[src/rtl/if_stage_mo.sv]
// if_stage_mo: multi-outstanding instruction fetch stage with an instruction queue ahead of decode.
// Redirects flush the queue and a cancel counter drops responses to squashed requests. (rev 1.0)
`default_nettype none

module if_stage_mo #(
  parameter int          OUTSTANDING = 2,
  parameter int          BUF_DEPTH   = 4,
  parameter logic [31:0] RESET_PC    = 32'h1c000000
) (
  input  logic        clk,
  input  logic        resetn,
  output logic        inst_sram_req,
  output logic        inst_sram_wr,
  output logic [1:0]  inst_sram_size,
  output logic [3:0]  inst_sram_wstrb,
  output logic [31:0] inst_sram_addr,
  output logic [31:0] inst_sram_wdata,
  input  logic        inst_sram_addr_ok,
  input  logic        inst_sram_data_ok,
  input  logic [31:0] inst_sram_rdata,
  input  logic        wb_ex,
  input  logic        ertn_flush,
  input  logic        br_taken,
  input  logic [31:0] ex_entry,
  input  logic [31:0] ertn_entry,
  input  logic [31:0] br_target,
  input  logic        br_stall,
  input  logic        ds_allowin,
  output logic        fs_to_ds_valid,
  output logic [64:0] fs_to_ds_bus
);

  localparam int PW  = (OUTSTANDING > 1) ? $clog2(OUTSTANDING) : 1;
  localparam int QW  = (BUF_DEPTH > 1) ? $clog2(BUF_DEPTH) : 1;
  localparam int CW  = $clog2(OUTSTANDING + 1);
  localparam int QCW = QW + 1;

  logic [31:0]    pf_pc;
  logic [CW-1:0]  inflight;
  logic [CW-1:0]  cancel_cnt;
  logic [CW-1:0]  inflight_next;
  logic [31:0]    pc_fifo [OUTSTANDING];
  logic [PW-1:0]  pc_wptr;
  logic [PW-1:0]  pc_rptr;
  logic [64:0]    iq [BUF_DEPTH];
  logic [QW-1:0]  q_wptr;
  logic [QW-1:0]  q_rptr;
  logic [QCW-1:0] q_count;
  logic           adef_halt;

  logic        redirect;
  logic [31:0] redirect_pc;
  logic        misaligned;
  logic        credit_ok;
  logic        accept;
  logic        resp_live;
  logic        adef_push;
  logic        q_push;
  logic        q_pop;
  logic [64:0] push_data;

  function automatic logic [PW-1:0] pc_inc(input logic [PW-1:0] p);
    return (p == PW'(OUTSTANDING - 1)) ? '0 : p + 1'b1;
  endfunction

  function automatic logic [QW-1:0] q_inc(input logic [QW-1:0] p);
    return (p == QW'(BUF_DEPTH - 1)) ? '0 : p + 1'b1;
  endfunction

  assign redirect = wb_ex | ertn_flush | br_taken;

  always_comb begin
    redirect_pc = br_target;
    if (ertn_flush) redirect_pc = ertn_entry;
    if (wb_ex)      redirect_pc = ex_entry;
  end

  assign misaligned = (pf_pc[1:0] != 2'b00);
  // Reserve a queue slot for every live response before asking for another.
  assign credit_ok  = (32'(inflight) - 32'(cancel_cnt) + 32'(q_count)) < 32'(BUF_DEPTH);

  assign inst_sram_req = resetn & ~redirect & ~br_stall & ~adef_halt & ~misaligned &
                         (32'(inflight) < 32'(OUTSTANDING)) & credit_ok;
  assign inst_sram_wr    = 1'b0;
  assign inst_sram_size  = 2'b10;
  assign inst_sram_wstrb = 4'h0;
  assign inst_sram_addr  = pf_pc;
  assign inst_sram_wdata = 32'h0;

  assign accept        = inst_sram_req & inst_sram_addr_ok;
  assign inflight_next = inflight + CW'(accept) - CW'(inst_sram_data_ok);
  assign resp_live     = inst_sram_data_ok & (cancel_cnt == '0);
  assign adef_push     = misaligned & ~adef_halt & (inflight == cancel_cnt) &
                         (q_count < QCW'(BUF_DEPTH));
  assign q_push        = (resp_live | adef_push) & ~redirect;
  assign q_pop         = fs_to_ds_valid & ds_allowin;
  assign push_data     = adef_push ? {1'b1, 32'h0, pf_pc}
                                   : {1'b0, inst_sram_rdata, pc_fifo[pc_rptr]};

  assign fs_to_ds_valid = (q_count != '0);
  assign fs_to_ds_bus   = fs_to_ds_valid ? iq[q_rptr] : 65'h0;

  always_ff @(posedge clk) begin
    if (!resetn) begin
      pf_pc      <= RESET_PC;
      inflight   <= '0;
      cancel_cnt <= '0;
      pc_wptr    <= '0;
      pc_rptr    <= '0;
      q_wptr     <= '0;
      q_rptr     <= '0;
      q_count    <= '0;
      adef_halt  <= 1'b0;
    end else begin
      inflight <= inflight_next;
      if (accept)            pc_wptr <= pc_inc(pc_wptr);
      if (inst_sram_data_ok) pc_rptr <= pc_inc(pc_rptr);
      if (redirect) begin
        pf_pc      <= redirect_pc;
        adef_halt  <= 1'b0;
        cancel_cnt <= inflight_next;
        q_wptr     <= '0;
        q_rptr     <= '0;
        q_count    <= '0;
      end else begin
        if (accept)    pf_pc     <= pf_pc + 32'd4;
        if (adef_push) adef_halt <= 1'b1;
        if (inst_sram_data_ok && cancel_cnt != '0) cancel_cnt <= cancel_cnt - 1'b1;
        if (q_push) q_wptr <= q_inc(q_wptr);
        if (q_pop)  q_rptr <= q_inc(q_rptr);
        q_count <= q_count + QCW'(q_push) - QCW'(q_pop);
      end
    end
  end

  // Storage arrays carry no reset; the pointers and counts qualify every read.
  always_ff @(posedge clk) begin
    if (accept) pc_fifo[pc_wptr] <= pf_pc;
    if (q_push) iq[q_wptr]       <= push_data;
  end

endmodule

`default_nettype wire

[config.mk]
export PLATFORM = sky130hd
export DESIGN_NAME = if_stage_mo
export DESIGN_NICKNAME = d
export VERILOG_FILES = /design/src/rtl/if_stage_mo.sv
export SDC_FILE = /design/constraint.sdc
export NUM_CORES = 1
export LEC_CHECK = 0
export CAP_MARGIN = 20
export CORE_MARGIN = 1.5
export CORE_UTILIZATION = 57
export CTS_BUF_LIST = sky130_fd_sc_hd__clkbuf_16
export CTS_CLUSTER_SIZE = 12
export DETAILED_ROUTE_END_ITERATION = 8
export GPL_TIMING_DRIVEN = 1
export PLACE_DENSITY = 0.85
export SLEW_MARGIN = 30
export SYNTH_ARGS = -nofsm -noshare
export SYNTH_HDL_FRONTEND = slang
export SYNTH_SLANG_ARGS = --single-unit
export TNS_END_PERCENT = 5
[constraint.sdc]
create_clock -name clk -period 10.8 [get_ports clk]
set_input_delay 2.16 -clock clk [delete_from_list [all_inputs] [get_ports clk]]
set_output_delay 2.16 -clock clk [all_outputs]
set_load 0.005 [all_outputs]
==> summary.txt <==
Route
  – DRT antenna net count: 0
  – WL final: ~37000 um
  – DRT iter0 DRCs: between 1k and 1.5k
  – DR vias: ~10k
  – Drt wl/cell: 21.6 um
  – Number of detailed-route iterations in the first pass: 6
  – Mean number of vias per cell: slightly below 6
  – DR DRC count: 0

GRT
  – Global routing's busiest layer: met2
  – Met3 Usage GRT: about 5%
  – First-pass GRT wire length: between 50000 and 60000 um
  – Largest net degree at the start of global routing: approximately 70
  – Total gr overflow: 0
  – Vias in the first global route: about 10k
  – Total Routing Usage GR: 25.4%
  – Initial antenna violation count: 1
  – M2 GR Usage: 44.6%
  – GR Util met1: a little under a third

Critical path
  – Critical Path RT: approximately 8600 ps
  – Crit path launch: ertn_flush
  – CP cell instances: clkdlybuf4s50_1 -> buf_4 -> or4b_1 -> nor4_1 -> clkdlybuf4s50_1
  – R2r startpoint: inflight[1]
  – Top delay family on crit path: buffers and inverters
  – Critical path arrival: around 4500 ps
  – CP endpoint kind: primary output
  – Worst path slowest cell: or4b_1
  – CP Max Fanout: 32
  – Worst path max stage delay: roughly 820 ps
  – Most used cell, CP: clkdlybuf4s50_1
  – Setup CP Type: in2out
  – Startpoint types: input port
  – WP buf/inv: 3

Timing
  – Final setup TNS: 0 ps
  – Final setup violation count: 0
  – Slew Limit Fails: 0
  – Fmax: about 150 MHz
  – Tightest Pin Transition: approximately 980 ps
  – Slew Limit Headroom: a little over a third
  – RSZ-0062 raised after global routing: false
  – Fin crit period: between 6000 and 7000 ps
  – Final Skew: about 20 ps
  – Hold WS: about 470 ps
  – Setup WS post-layout: ~4100 ps
  – Period Utilization, post-route: 62.0%
  – Hold Fails Final Rpt: 0

CTS
  – # resized after CTS: 0
  – Clk slew on worst S/H paths: 60 ps
  – H-Tree Depth: 2
  – Inserted Clock Buffers: 38
  – CTS Sinks: 373
  – Postcts setup bufs: 0
  – Hold_buf cts: 0
  – TritonCTS clock tree: built
  – Clk root buf: clkbuf_16
  – Max Root-Sink Buffers: 3
  – Worst skew pair latency: ~530 ps

Cells and area
  – Share of cells above drive strength 1: a little over a tenth
  – Antenna diode count: 0
  – Post-route cell area: about 20000 sq um
  – Layout area overhead: 23.0%
  – Post-layout util: between 70% and 80%
  – Final #Nets: between 1k and 1.5k

Placement
  – Cell area after placement: approximately 19000 sq um
  – DP Wirelength: 23300 um
  – Port Buffers: between 200 and 250
  – GP Congestion: 0.908
  – Place WS: about 3700 ps

Yosys
  – Mapped Cells: between 1k and 1.5k
  – Sequential area share after synthesis: between 60% and 70%
  – Count leader, synth: edfxtp_1
  – Top cell type's share of synthesized area: 59.9%
  – Post-synth EDFFs: ~320
  – Primary FF master, synth: edfxtp_1
  – Synth Cell Area: 16200 sq um
  – Yosys top cell by area: edfxtp_1
  – #FFs+latches synth: 373
  – Mean post-synth cell area: around 15 sq um
  – Yosys warnings: 0
  – Cell variety after synth: 56
  – Asr flop ratio synth: 0%
  – Commonest cells post-synth: edfxtp_1, and2_1, nand2_1
  – Synth area leaders: edfxtp_1, mux4_2, dfxtp_1

Die
  – I/O pins: 275
  – Die height: between 150 and 200 um
  – Die area: roughly 30000 sq um
  – Total core area: around 28000 sq um
  – Cell Rows: between 60 and 70
  – Die width: 172 um
  – Initial Utilization: between 50% and 60%

Flow run
  – Max Cap Viol: 0

Pwr
  – Switch Pwr: approximately 680 uW
  – Worst vdd ir: approximately 110 uV
  – Seq pwr share: 53.1%
  – Sw Ratio: a little over a fifth
  – Gate power share: about 8.4%
  – Clk pwr share: about 39%
  – Int Power: 2.44 mW
  – Pwr Density: 156 nW/um^2
  – Leak Pwr: roughly 6.6 nW

Hold path
  – Min-delay worst type: reg2reg
  – Hold path start: adef_halt

Status
  – Status: complete, no violations
==> sequential cells by signal, summed over array words and instances, names as in the netlist, named ones only <==
name / count
inst_sram_addr: 32
pc_rptr: 1
pc_fifo: 64
q_rptr: 2
q_wptr: 2
cancel_cnt: 2
iq: 260
pc_wptr: 1
inflight: 2
q_count: 3
adef_halt: 1
==> layout make-up <==
cell class	count	area, sq um
multi-input combinational	640	5030
fill	1820	7960
clock buffer	41	1030
tap	378	473
timing repair buffer	252	2530
sequential	373	10700
clock inverter	19	98.8
inverter	26	100
==> placed cells by master (no fill, tap or decap), types with 5 or more instances in the layout <==
| cell type | n |
|---|---|
| and2_1 | 103 |
| nand3_1 | 9 |
| o21ai_1 | 20 |
| clkbuf_16 | 41 |
| conb_1 | 39 |
| mux2i_1 | 38 |
| nor2_1 | 35 |
| a221o_1 | 9 |
| o22ai_1 | 8 |
| o31ai_1 | 5 |
| ha_1 | 16 |
| edfxtp_1 | 324 |
| and3_1 | 7 |
| nand2_1 | 73 |
| o21ai_0 | 53 |
| nand4_1 | 8 |
| clkdlybuf4s50_1 | 233 |
| or3_1 | 7 |
| dfxtp_1 | 46 |
| a31oi_1 | 9 |
| buf_4 | 13 |
| inv_1 | 37 |
| nor2b_1 | 5 |
| xnor2_1 | 14 |
| o221a_1 | 6 |
| nor3_1 | 12 |
| a22oi_1 | 14 |
| a211oi_1 | 6 |
| a21oi_1 | 33 |
| mux4_2 | 65 |
==> logic make-up after synthesis <==
| kind of cell | synth area share [%] |
|---|---|
| xor+xnor | 0.755 |
| flops | 66.0 |
| fa+ha+maj | 1.48 |
| mux | 11.4 |
| other cells | 0.0463 |
| buf+inv | 4.01 |
| simple gates | 9.33 |
| compound gates | 7.05 |
==> stage by stage <==
stage               instances  power, mW
floorplan                1141       1.82
global placement         1664       1.93
detailed placement       1665       1.94
CTS                      1725       3.13
global route             1729       3.21
finish                   1729       3.12
==> power by group through the flow <==
stage / clock, mW / combinational, mW / sequential [mW]
after global placement: 0 / 0.247 / 1.68
final: 1.20 / 0.263 / 1.65
after global routing: 1.27 / 0.289 / 1.66
after detailed placement: 0 / 0.259 / 1.68
after CTS: 1.22 / 0.262 / 1.65
after floorplan: 0 / 0.155 / 1.66
==> worst paths after layout <==
check / slack (ps) / cells after the start / to
hold reg to reg: 470 / 2 / adef_halt
setup reg to reg: 6810 / 14 / cancel_cnt[1]
setup / recovery: 4100 / 5 / inst_sram_req
hold / removal: 470 / 2 / adef_halt
==> worst min-delay path, stage by stage, from the launching register on <==
cell and delay (ps):
dfxtp_1 330, inv_1 50, a21oi_1 50
==> per-layer routing <==
| metal | wire length, um | part of all wire, % | vias up |
|---|---|---|---|
| li1 | - | - | 4578 |
| met1 | 14200 | 38 | 4923 |
| met2 | 19200 | 51 | 513 |
| met3 | 2950 | 7.9 | 66 |
| met4 | 878 | 2.4 | 0 |
| met5 | 0 | 0 | - |
Note: power is estimated with default switching activity, not from simulation.
